File: src/rtl/mem_port_arbiter.sv
// Single-port memory arbiter/sequencer: loader during BOOT, load/store and fetch in RUN.
// Optional macro ARB_STARVE_GUARD_EN bounds how long load/store can starve fetch.
module mem_port_arbiter #(
    parameter int ADDR_W     = 32,
    parameter int RD_LAT     = 1,
    parameter int STARVE_MAX = 4
) (
    input  logic              clock,
    input  logic              reset_n,
    input  logic              ld_valid,
    input  logic [ADDR_W-1:0] ld_addr,
    input  logic [ADDR_W-1:0] ld_data,
    input  logic [1:0]        ld_size,
    input  logic              ld_done,
    input  logic              ld_error,
    input  logic              if_req,
    input  logic [ADDR_W-1:0] if_addr,
    output logic              if_gnt,
    output logic              if_rvalid,
    output logic              if_stall,
    input  logic              ls_req,
    input  logic              ls_rw,
    input  logic [ADDR_W-1:0] ls_addr,
    input  logic [ADDR_W-1:0] ls_wdata,
    input  logic [1:0]        ls_size,
    output logic              ls_gnt,
    output logic              ls_rvalid,
    output logic [ADDR_W-1:0] mem_addr,
    output logic [ADDR_W-1:0] mem_datain,
    output logic [1:0]        mem_size,
    output logic              mem_rw,
    input  logic [ADDR_W-1:0] mem_dataout,
    output logic [ADDR_W-1:0] rdata,
    output logic [ADDR_W-1:0] prog_end,
    output logic              halt,
    output logic [1:0]        state_o
);

    typedef enum logic [1:0] {
        ST_BOOT  = 2'b00,
        ST_RUN   = 2'b01,
        ST_HALT  = 2'b10,
        ST_ERROR = 2'b11
    } state_e;

    state_e              state_q, state_d;
    logic [ADDR_W-1:0]   prog_end_q, prog_end_d;
    logic [ADDR_W-1:0]   addr_q, wdata_q;
    logic [1:0]          size_q;
    logic [RD_LAT-1:0]   tag_v_q, tag_v_d;
    logic [RD_LAT-1:0]   tag_f_q, tag_f_d;
    logic                push_v, push_f;
    logic                fetch_force;

    if (RD_LAT < 1 || RD_LAT > 3 || STARVE_MAX < 1) begin : g_bad_param
    end

`ifdef ARB_STARVE_GUARD_EN
    localparam int CNT_W = $clog2(STARVE_MAX + 1);
    logic [CNT_W-1:0] starve_q, starve_d;

    assign fetch_force = (starve_q == CNT_W'(STARVE_MAX)) && if_req;

    always_comb begin
        starve_d = starve_q;
        if (if_gnt)
            starve_d = '0;
        else if (ls_gnt && if_req)
            starve_d = starve_q + CNT_W'(1);
    end

    always_ff @(posedge clock or negedge reset_n) begin
        if (!reset_n) starve_q <= '0;
        else          starve_q <= starve_d;
    end
`else
    assign fetch_force = 1'b0;
`endif

    always_comb begin
        state_d    = state_q;
        prog_end_d = prog_end_q;
        if_gnt     = 1'b0;
        ls_gnt     = 1'b0;
        if_stall   = 1'b1;
        halt       = 1'b0;
        mem_addr   = addr_q;
        mem_datain = wdata_q;
        mem_size   = size_q;
        mem_rw     = 1'b1;
        push_v     = 1'b0;
        push_f     = 1'b0;
        case (state_q)
            ST_BOOT: begin
                mem_addr   = ld_addr;
                mem_datain = ld_data;
                mem_size   = ld_size;
                mem_rw     = ~ld_valid;
                if (ld_valid && (ld_addr > prog_end_q))
                    prog_end_d = ld_addr;
                if (ld_error)
                    state_d = ST_ERROR;
                else if (ld_done)
                    state_d = ST_RUN;
            end
            ST_RUN: begin
                if (ls_req && !fetch_force) begin
                    ls_gnt     = 1'b1;
                    mem_addr   = ls_addr;
                    mem_datain = ls_wdata;
                    mem_size   = ls_size;
                    mem_rw     = ls_rw;
                    push_v     = ls_rw;
                end else if (if_req) begin
                    if_gnt   = 1'b1;
                    mem_addr = if_addr;
                    mem_size = 2'b11;
                    push_v   = 1'b1;
                    push_f   = 1'b1;
                    // The fetch at or past the program end is the last one served.
                    if (if_addr >= prog_end_q)
                        state_d = ST_HALT;
                end
                if_stall = ~if_gnt;
            end
            ST_HALT: begin
                halt = 1'b1;
            end
            default: begin
                halt       = 1'b1;
                mem_addr   = '0;
                mem_datain = '0;
                mem_size   = 2'b00;
            end
        endcase
        // Loader inputs reach the port combinationally, so mask them while in reset.
        if (!reset_n) begin
            if_gnt     = 1'b0;
            ls_gnt     = 1'b0;
            if_stall   = 1'b1;
            mem_addr   = '0;
            mem_datain = '0;
            mem_size   = 2'b00;
            mem_rw     = 1'b1;
            push_v     = 1'b0;
            push_f     = 1'b0;
        end
    end

    always_comb begin
        tag_v_d    = tag_v_q;
        tag_f_d    = tag_f_q;
        tag_v_d[0] = push_v;
        tag_f_d[0] = push_f;
        for (int i = 1; i < RD_LAT; i++) begin
            tag_v_d[i] = tag_v_q[i-1];
            tag_f_d[i] = tag_f_q[i-1];
        end
    end

    always_ff @(posedge clock or negedge reset_n) begin
        if (!reset_n) begin
            state_q    <= ST_BOOT;
            prog_end_q <= '0;
            addr_q     <= '0;
            wdata_q    <= '0;
            size_q     <= 2'b00;
            tag_v_q    <= '0;
            tag_f_q    <= '0;
        end else begin
            state_q    <= state_d;
            prog_end_q <= prog_end_d;
            addr_q     <= mem_addr;
            wdata_q    <= mem_datain;
            size_q     <= mem_size;
            tag_v_q    <= tag_v_d;
            tag_f_q    <= tag_f_d;
        end
    end

    assign if_rvalid = tag_v_q[RD_LAT-1] & tag_f_q[RD_LAT-1];
    assign ls_rvalid = tag_v_q[RD_LAT-1] & ~tag_f_q[RD_LAT-1];
    assign rdata     = mem_dataout;
    assign prog_end  = prog_end_q;
    assign state_o   = state_q;

endmodule

File: config.mk
export PLATFORM = sky130hd
export DESIGN_NAME = mem_port_arbiter
export DESIGN_NICKNAME = d
export VERILOG_FILES = /design/src/rtl/mem_port_arbiter.sv
export SDC_FILE = /design/constraint.sdc
export NUM_CORES = 1
export LEC_CHECK = 0
export BUFFER_PORTS_ARGS = -buffer_cell sky130_fd_sc_hd__buf_2
export CAP_MARGIN = 20
export CORE_UTILIZATION = 40
export CTS_CLUSTER_DIAMETER = 80
export DETAILED_ROUTE_END_ITERATION = 7
export PLACE_DENSITY = 0.72
export SYNTH_ARGS = -nofsm -noshare
export SYNTH_HDL_FRONTEND = slang
export SYNTH_SLANG_ARGS = --single-unit
File: constraint.sdc
create_clock -name clock -period 3.1 [get_ports clock]
set_clock_uncertainty 0.2 [all_clocks]
set_input_delay 0.465 -clock clock [delete_from_list [all_inputs] [get_ports clock]]
set_output_delay 0.465 -clock clock [all_outputs]
set_load 0.1 [all_outputs]
==> results of run 1 <==
-- metrics by stage --
| stage | hold slack, ns | util (%) | std cells | setup TNS, ns | power, mW |
|---|---|---|---|---|---|
| after floorplan | -0.0306 | - | 743 | -0.975 | 2.84 |
| after global placement | 0.168 | 55.6 | 1188 | 0 | 3.15 |
| after detailed placement | 0.163 | 55.6 | 1188 | 0 | 3.17 |
| after CTS | 0.163 | 57.4 | 1204 | 0 | 4.33 |
| after global routing | 0.177 | 57.4 | 1205 | 0 | 4.50 |
| final | 0.185 | 57.4 | 1206 | 0 | 4.28 |
-- final timing paths --
kind | startpoint | end | slack, ns | depth (start not counted)
min in group asynchronous | reset_n | wdata_q[5] | 0.34 | 2
max in group asynchronous | reset_n | prog_end[3] | 1.39 | 3
min | ld_addr[14] | prog_end[14] | 0.19 | 2
max reg2reg | prog_end[19] | prog_end[21] | 0.29 | 9
max | reset_n | mem_datain[26] | 0.18 | 6
min reg2reg | prog_end[21] | prog_end[21] | 0.33 | 1
-- power by group --
group / total [mW] / internal (mW) / leakage (nW) / switching [mW]
logic: 1.69 / 0.490 / 3.06 / 1.20
registers: 1.45 / 1.40 / 1.36 / 0.0552
clock network: 1.13 / 0.621 / 0.137 / 0.513
-- routing by layer --
layer	vias to the layer above	global-route usage (%)
met5	-	0
met4	0	9.24
met3	29	5.14
met2	269	43.7
met1	3199	30.6
li1	3129	-
-- sequential cells by signal (all words and copies together) (netlist names) --
| signal | cells |
|---|---|
| addr_q | 32 |
| prog_end | 32 |
| wdata_q | 32 |
| size_q | 2 |
| state_o | 2 |
| tag_f_q | 1 |
| tag_v_q | 1 |
-- cell families (layout without fill, tap and decap cells) --
group / count (synthesis) / after routing / share of synthesized area (%)
flip-flops: 102 / 102 / 36.1
AND/OR/NAND/NOR: 169 / 169 / 11.2
AO/OA/AOI/OAI: 222 / 222 / 21.0
adder cells (fa/ha/maj): 64 / 64 / 11.3
buffers and inverters: 119 / 355 / 8.75
multiplexers: 67 / 67 / 11.7
other: 0 / 2 / 0
-- cell type report --
cell class,instances,share of cell area (%)
antenna,2,0.0504
tap,225,2.84
multi-input combinational,522,44.7
inverter,38,1.47
timing repair buffer,302,21.9
clock buffer,9,2.27
sequential,102,26.1
clock inverter,6,0.643
-- worst register-to-register path, cell delays in order (launching register included) --
cell and delay (ns):
dfrtp_1 0.38, inv_1 0.08, ha_1 0.31, a21oi_1 0.15
o21ai_0 0.16, a221oi_1 0.45, a21oi_1 0.18, a31oi_4 0.23
buf_12 0.23, mux2_4 0.34
-- placed cells by master, fill, tap and decap left out, types with 29 or more instances in the layout --
cell type	synthesis	routed
buf_2	3	242
buf_12	3	41
ha_1	64	64
dfrtp_2	0	29
a211oi_1	37	37
mux2_4	30	30
a22o_1	32	32
a21oi_4	0	30
a22oi_1	32	32
nand2_1	48	47
dfrtp_1	102	72
nor2_1	76	44
mux2i_1	32	32
inv_1	38	37
a21oi_1	92	60
-- repair_timing --
item / in CTS / in global routing
setup endpoints to repair: 0 / 0
hold endpoints to repair: 6 / 0
hold buffers: 1 / 0
==> impl_results.md, run 1 <==
* Status: finished, final reports clean
* Synth top area cells: dfrtp_1 36%, ha_1 11%, a21oi_1 6.5%
* Die width at between 100 and 150 um
* Max clock buf depth at 2
* Largest net degree at the start of global routing at 50
* RSZ-0062 raised after global routing: no
* Setup crit end kind: output port
* Worst slew pin tran at about 0.66 ns
* Final worst-path cycle share at between 90 and 100%
* Min Tclk post-route at ~3 ns
* Crit path max-delay cell type: dlygate4sd3_1
* Met3 WL at ~1600 um
* Power per cell area at 431 nW/um^2
* Yosys warns at 0
* Setup slack after layout at roughly 0.18 ns
* Met2 routed WL at roughly 11000 um
* Area of the multi-input gates at around 4400 um^2
* Setup WS pre-CTS at 0.116 ns
* H-tree depth at 3
* Post-synth EDFFs at 0
* Grt total ovfl at 0
* Slew Limit Fails at 0
* Worst endpoint required time at 2.43 ns
* Vias in the first global route at 6686
* Design area at between 9000 and 10000 um^2
* Root Buffer: clkbuf_16
* Cell Area, Synth at between 7000 and 8000 um^2
* Main synth FF type: dfrtp_1
* Maximum clock frequency at ~340 MHz
* Total number of vias at approximately 6600
* Initial antenna violation count at 2
* CP top delay family: buffers and inverters
* Hold WC Path Type: in -> reg
* Clock Pin Slew Worst Setup and Hold Paths at 0.07 ns
* TritonCTS clock tree: built
* Syn Inst Count at between 700 and 800
* Die Ht at 135 um
* Crit-path max cell delay at ~0.52 ns
* Worst rel slew slack at roughly 56%
* Area fraction of the dominant cell type after synthesis at 36.1%
* Cell breakdown of the critical path: dlygate4sd3_1 -> buf_4 -> nand2_4 -> buf_12 -> nor2_2 -> buf_2
* Wire per inst at 19.0 um
* Starting DRT DRC Count at 360
* Hold Vio Cnt, Final at 0
* Maximum vdd drop at around 260 uV
* DP Area at 9630 um^2
* DIE AREA at approximately 18000 um^2
* Filler instances at roughly 1500
* Maxcap violations at 0
* Starting Density at slightly above 40%
* Largest area contributor in the netlist: dfrtp_1
* Global-route wire length before repair at about 35000 um
* Static leakage at 4.56 nW
* Input/output buffers at ~280
* Post-synth top cells: 102 x dfrtp_1, 92 x a21oi_1, 76 x nor2_1
* Top routing layer used: met4
* CTS Buf Count at 9
* Fraction of layout cells with a size suffix above 1 at between 40% and 50%
* Number of detailed-route iterations in the first pass at 5
* Max FO, Critical Path at 35
* #FFs+latches synth at slightly above 100
* Area grow syn2layout at 40.3%
* Most frequent cell after synthesis: dfrtp_1
* Met1 Wirelength at a little under 10000 um
* CP Launch Type: primary input
* Avg Inst Size Synth at 9.52 um^2
* Final setup viols at 0
* Syn_nets at slightly above 1000
* Gr usage total at between 20% and 30%
* Final ANT Viol Nets at 0
* RePlAce Congestion at approximately 0.86
* Post-synth ARST share at between 90% and 100%
* Post_cts resized at 0
* # rows at between 40 and 50
* Core ar. at 17300 um^2
* Final #Nets at 1243
* Register area share after synthesis at 36.1%
* Vias per cell at approximately 5.5
* Skew-Pair Late Insertion Delay at 0.35 ns
* Count of cell types in the netlist at 46
* Worst EP arrival at 2.26 ns
* Reg area at approximately 2600 um^2
* DP Wirelength at ~17000 um
* Sink Count at just over 100
* Io pins at between 300 and 400
* Buf/Inv on CP at 4
* Critical path class: in -> out
* Setup repair bufs after CTS at 0
* Post-Route WL at 22900 um
* Final routed DRC violation total at 0
Note: power is estimated with default switching activity, not from simulation.
==> inputs of run 2 (changes only) <==
--- a/config.mk
+++ b/config.mk
@@ -5,12 +5,14 @@
 export SDC_FILE = /design/constraint.sdc
 export NUM_CORES = 1
 export LEC_CHECK = 0
+export ABC_AREA = 1
 export BUFFER_PORTS_ARGS = -buffer_cell sky130_fd_sc_hd__buf_2
 export CAP_MARGIN = 20
 export CORE_UTILIZATION = 40
 export CTS_CLUSTER_DIAMETER = 80
 export DETAILED_ROUTE_END_ITERATION = 7
 export PLACE_DENSITY = 0.72
+export SKIP_CTS_REPAIR_TIMING = 1
 export SYNTH_ARGS = -nofsm -noshare
 export SYNTH_HDL_FRONTEND = slang
 export SYNTH_SLANG_ARGS = --single-unit
==> impl_results.md, run 2 <==
* Largest net degree at the start of global routing at 111 (+120%)
* DP Wirelength at 17800 um (+2.1%)
* Io pins at 343 (unchanged)
* Final ANT Viol Nets at 0 (unchanged)
* Hold Vio Cnt, Final at 0 (unchanged)
* Setup WS pre-CTS at 0.303 ns (+0.187 ns)
* Crit-path max cell delay at 0.54 ns (+0.02 ns)
* Cell breakdown of the critical path: inv_4 -> nand2_4 -> o21ai_4 -> buf_12 -> nand2_1 -> nand3_1 -> nand2_1 -> inv_1 -> clkbuf_4
* Sink Count at 102 (unchanged)
* Worst endpoint required time at 2.43 ns (about the same)
* Maximum vdd drop at 263 uV (-0.75%)
* H-tree depth at 3 (unchanged)
* Root Buffer: clkbuf_16
* CTS Buf Count at 9 (unchanged)
* Total power at 2.82 mW (-34%)
* Core ar. at 16800 um^2 (-2.8%)
* Most frequent cell after synthesis: nand2_1
* Total number of vias at 7438 (+12%)
* CP most frequent cell: nand2_1
* Worst rel slew slack at 52.9% (-3.0 points)
* Post-Route WL at 23900 um (+4.3%)
* #FFs+latches synth at 102 (unchanged)
* Number of detailed-route iterations in the first pass at 6 (+1)
* CP Launch Type: flip-flop
* Input/output buffers at 278 (unchanged)
* Status: finished, final reports clean
* CP top delay family: buffers and inverters
* Static leakage at 4.77 nW (+4.6%)
* Vias per cell at 5.30 (-3.6%)
* Most frequent cells in the layout: 360 x nand2_1, 233 x buf_2, 100 x dfrtp_1
* DP Area at 9060 um^2 (-5.9%)
* Syn_nets at 1217 (+20%)
* Register area share after synthesis at 36.7% (+0.58 points)
* Power per cell area at 301 nW/um^2 (-30%)
* DIE AREA at 17900 um^2 (-1.6%)
* TritonCTS clock tree: built
* Area fraction of the dominant cell type after synthesis at 36.7% (+0.58 points)
* Max clock buf depth at 2 (unchanged)
* Crit path max-delay cell type: dfrtp_4
* Post-synth top cells: 360 x nand2_1, 102 x dfrtp_1, 68 x nor2_1
* Largest area contributor in the netlist: dfrtp_1
* Hold WC Path Type: in -> async
* Design area at 9370 um^2 (-5.6%)
* Main synth FF type: dfrtp_1
* Initial antenna violation count at 1 (-1)
* Area grow syn2layout at 34.6%
* Max FO, Critical Path at 32 (-8.6%)
* Critical path class: reg -> out
* Post-synth EDFFs at 0 (unchanged)
* Setup crit end kind: output port
* Global-route wire length before repair at 37200 um (+5.4%)
* Die width at 134 um (-0.79%)
* Skew-Pair Late Insertion Delay at 0.36 ns (about the same)
* Yosys warns at 0 (unchanged)
* Final worst-path cycle share at 96.6% (+2.3 points)
* Final routed DRC violation total at 0 (unchanged)
* Maximum clock frequency at 334 MHz (-2.4%)
* Final setup viols at 0 (unchanged)
* Starting DRT DRC Count at 432 (+20%)
* Commonest non-fill, non-tap cell in the layout: nand2_1
* Post-synth ARST share at 100% (unchanged)
* Reg2reg setup slack at 0.44 ns (+0.15 ns)
* Vias in the first global route at 7282 (+8.9%)
* Buf/Inv on CP at 4 (unchanged)
* Clock Pin Slew Worst Setup and Hold Paths at 0.07 ns (about the same)
* Final #Nets at 1446 (+16%)
* Hold Slack at 0.00872 ns (-0.176 ns)
* RePlAce Congestion at 0.886 (+2.8%)
* Fraction of layout cells with a size suffix above 1 at 32.6% (-14 points)
* Syn Inst Count at 949 (+28%)
* Synth top area cells: dfrtp_1 37%, nand2_1 19%, ha_1 11%
* Setup slack after layout at 0.107 ns (-0.0711 ns)
* Min Tclk post-route at 2.99 ns (+0.0711 ns)
* Worst EP arrival at 2.33 ns (+0.07 ns)
* Maxcap violations at 0 (unchanged)
* Worst slew pin tran at 0.706 ns (+0.0443 ns)
* Avg Inst Size Synth at 7.34 um^2 (-23%)
* Grt total ovfl at 0 (unchanged)
* Starting Density at 41.4% (+0.49 points)
* Count of cell types in the netlist at 29 (-37%)
* Filler instances at 1584 (+3.3%)
* Die Ht at 134 um (-0.79%)
* Wire per inst at 17.0 um (-10%)
* # rows at 47 (-2.1%)
* Slew Limit Fails at 0 (unchanged)
* Cell Area, Synth at 6960 um^2 (-1.6%)
* Gr usage total at 26.8% (+1.7 points)
[run 2: final timing paths]
kind,start,end,depth (start not counted)
worst max-delay path,state_o[1],mem_addr[22],9
worst min-delay path,reset_n,wdata_q[9],2
worst max register to register,prog_end[11],prog_end[16],10
worst min register to register,prog_end[31],prog_end[31],2
max in group asynchronous,reset_n,state_o[0],2
min in group clock,ld_addr[5],prog_end[5],3
[run 2: area by class of cell]
class,instances,area [um^2],area share [%]
multi-input cells,697,3930,42.0
flip-flops and latches,102,2560,27.3
repair buffers,300,2070,22.1
well taps,220,275,2.94
inverters,68,263,2.80
clock buffers,12,246,2.63
clock inverters,4,22.5,0.240
diodes,1,2.50,0.0267
[run 2: cells by family (layout without fill, tap and decap cells)]
logic type	count (synthesis)	after routing	synth area share, %
compound gates	147	147	13.9
fa+ha+maj	64	64	11.5
buf+inv	150	384	10.4
flops	102	102	36.7
other cells	0	1	0
simple gates	486	486	27.5
[run 2: layer usage]
| layer | share of wire (%) | GRT usage (%) |
|---|---|---|
| met4 | 3.3 | 11.6 |
| met3 | 5.8 | 4.38 |
| met5 | 0 | 0 |
| met1 | 42 | 33.4 |
| met2 | 49 | 45.6 |
[run 2: power by group]
group	switching, mW	leakage (nW)	total [mW]	internal, mW
logic	0.243	3.22	0.407	0.164
registers	0.000000000000000178	1.42	1.33	1.33
clock network	0.523	0.132	1.09	0.564
[run 2: through the flow]
stage	util [%]	std cells	TNS (ns)
floorplan	-	949	-0.218
global placement	53.9	1387	0
detailed placement	53.9	1387	0
CTS	55.5	1403	-0.112
global route	55.7	1403	-0.00118
finish	55.7	1404	0
==> inputs of run 3 (changes only) <==
--- a/config.mk
+++ b/config.mk
@@ -8,10 +8,11 @@
 export ABC_AREA = 1
 export BUFFER_PORTS_ARGS = -buffer_cell sky130_fd_sc_hd__buf_2
 export CAP_MARGIN = 20
-export CORE_UTILIZATION = 40
+export CORE_AREA = 2 2 133 135
 export CTS_CLUSTER_DIAMETER = 80
 export DETAILED_ROUTE_END_ITERATION = 7
-export PLACE_DENSITY = 0.72
+export DIE_AREA = 0 0 135 137
+export PLACE_DENSITY = 0.73
 export SKIP_CTS_REPAIR_TIMING = 1
 export SYNTH_ARGS = -nofsm -noshare
 export SYNTH_HDL_FRONTEND = slang
==> constraint.sdc (replaced) <==
create_clock -name clock -period 3.23 [get_ports clock]
set_clock_uncertainty 0.2 [all_clocks]
set_input_delay 0.4845 -clock clock [delete_from_list [all_inputs] [get_ports clock]]
set_output_delay 0.4845 -clock clock [all_outputs]
set_load 0.1 [all_outputs]
==> impl_results.md, run 3 (synthesis gave the netlist of run 2 again) <==
* Reg area at 2550 um^2 (-0.24%)
* Worst EP arrival at 2.44 ns (+0.11 ns)
* Final worst-path cycle share at 96.9%
* Crit-path max cell delay at 0.55 ns (about the same)
* Post-Route WL at 24700 um (+3.3%)
* CP most frequent cell: buf_4
* Buf/Inv on CP at 5 (+1)
* Initial antenna violation count at 1 (unchanged)
* Maximum clock frequency at 320 MHz
* Final Util at 56.7% (+0.94 points)
* # rows at 48 (+2.1%)
* Placed cells at 1389 (+0.14%)
* Gr usage total at 26.5% (-0.31 points)
* Die Ht at 137 um (+2.3%)
* Largest net degree at the start of global routing at 52 (-53%)
* Hold WC Path Type: in -> reg
* Critical path class: in -> out
* Skew-Pair Late Insertion Delay at 0.35 ns (about the same)
* CTS Buf Count at 9 (unchanged)
* Root Buffer: clkbuf_16
* Total number of vias at 7419 (-0.26%)
* Sink Count at 102 (unchanged)
* Global-route wire length before repair at 38200 um (+2.7%)
* Maxcap violations at 0 (unchanged)
* Setup crit end kind: output port
* Area grow syn2layout at 38.8%
* Cell breakdown of the critical path: dlygate4sd3_1 -> buf_4 -> inv_4 -> buf_4 -> a31oi_2 -> buf_12
* Starting DRT DRC Count at 521 (+21%)
* Worst endpoint required time at 2.55 ns (+0.12 ns)
* DIE AREA at 18500 um^2 (+3.1%)
* Wire per inst at 17.5 um (+2.8%)
* Area of the multi-input gates at 4060 um^2 (+3.2%)
* Slew Limit Fails at 0 (unchanged)
* Starting Density at 40.8% (-0.58 points)
* Worst rel slew slack at 38.9% (-14 points)
* TritonCTS clock tree: built
* CP Launch Type: primary input
* Commonest non-fill, non-tap cell in the layout: nand2_1
* Io pins at 343 (unchanged)
* Grt total ovfl at 0 (unchanged)
* Filler instances at 1588 (+0.25%)
* Status: finished, final reports clean
* Worst slew pin tran at 0.914 ns (+0.207 ns)
* Fraction of layout cells with a size suffix above 1 at 32.9% (+0.28 points)
* Design area at 9670 um^2 (+3.1%)
* CP top delay family: buffers and inverters
* Setup TNS at 0 ns (unchanged)
* Maximum vdd drop at 243 uV (-7.6%)
* Vias per cell at 5.26 (-0.75%)
* Final routed DRC violation total at 0 (unchanged)
* Crit path max-delay cell type: dlygate4sd3_1
* Final ANT Viol Nets at 0 (unchanged)
* Total power at 2.92 mW (+3.4%)
* Most frequent cells in the layout: 360 x nand2_1, 241 x buf_2, 101 x dfrtp_1
* Static leakage at 4.85 nW (+1.7%)
* Final setup viols at 0 (unchanged)
* Core ar. at 17100 um^2 (+1.4%)
* Max FO, Critical Path at 21 (-34%)
* H-tree depth at 3 (unchanged)
* DP Area at 9260 um^2 (+2.2%)
* Hold Vio Cnt, Final at 0 (unchanged)
* DP Wirelength at 18700 um (+5.0%)
* Min Tclk post-route at about 3.1 ns
* RePlAce Congestion at 0.891 (+0.52%)
* Final cell count without fillers at 1411 (+0.50%)
* Max clock buf depth at 2 (unchanged)
* RSZ-0062 raised after global routing: no
* Number of detailed-route iterations in the first pass at 5 (-1)
* Input/output buffers at 278 (unchanged)
* Die width at 135 um (+0.78%)
* Final #Nets at 1448 (+0.14%)
* Power per cell area at 302 nW/um^2 (+0.31%)
* Vias in the first global route at 7322 (+0.55%)
* Clock Pin Slew Worst Setup and Hold Paths at 0.07 ns (about the same)
run 3: changes by cell type in the layout (fill, tap and decap cells not counted), moves of 4 or more:
cell	before	now
clkbuf_4	14	0
a31oi_2	20	8
a31oi_4	0	12
buf_12	32	40
buf_2	233	241
nor2_1	33	29
run 3: routing by layer:
layer / global-route usage (%) / part of all wire (%)
met1: 33.9 / 42
met2: 44.6 / 48
met3: 5.63 / 7.6
met4: 9.03 / 2.4
met5: 0 / 0
run 3: worst paths after layout:
check | startpoint | endpoint | slack (ns) | cells past startpoint
hold reg to reg | prog_end[11] | prog_end[11] | 0.29 | 2
min in group asynchronous | reset_n | addr_q[5] | 0.39 | 2
hold / removal | ld_addr[29] | prog_end[29] | 0.20 | 3
setup / recovery | reset_n | mem_addr[31] | 0.10 | 6
setup reg to reg | prog_end[27] | prog_end[24] | 0.43 | 10
max in group asynchronous | reset_n | prog_end[26] | 1.45 | 3
run 3: layout make-up:
cell class                      count  share of cell area (%)
Tap cell                          225                    2.91
Clock buffer                       13                    2.80
Clock inverter                      3                   0.673
Inverter                           68                    2.71
Timing Repair Buffer              302                    22.5
Antenna cell                        1                  0.0259
Sequential cell                   102                    26.4
Multi-Input combinational cell    697                    42.0
run 3: per-stage QoR:
step	setup WS (ns)	hold WS [ns]
2_1_floorplan	-0.416	-0.0111
3_3_place_gp	0.240	0.187
3_5_place_dp	0.216	0.188
4_1_cts	0.0194	-0.198
5_1_grt	0.00549	0.211
6_report	0.101	0.200
run 3: power breakdown:
part           internal [mW]  leakage [nW]  total (mW)        switching [mW]
clock network          0.743         0.166        1.25                 0.506
registers               1.28          1.42        1.28  0.000000000000000168
logic                  0.156          3.27       0.396                 0.241
run 3: worst reg2reg max path, stage by stage (launching register included):
cell and delay (ns):
dfrtp_1 0.37, inv_1 0.07, ha_1 0.31, nand4_1 0.13, nor3_2 0.07, nand3_1 0.10
nor2_1 0.08, nor2_4 0.69, nand2_4 0.43, nand2_1 0.18, nand2_1 0.06
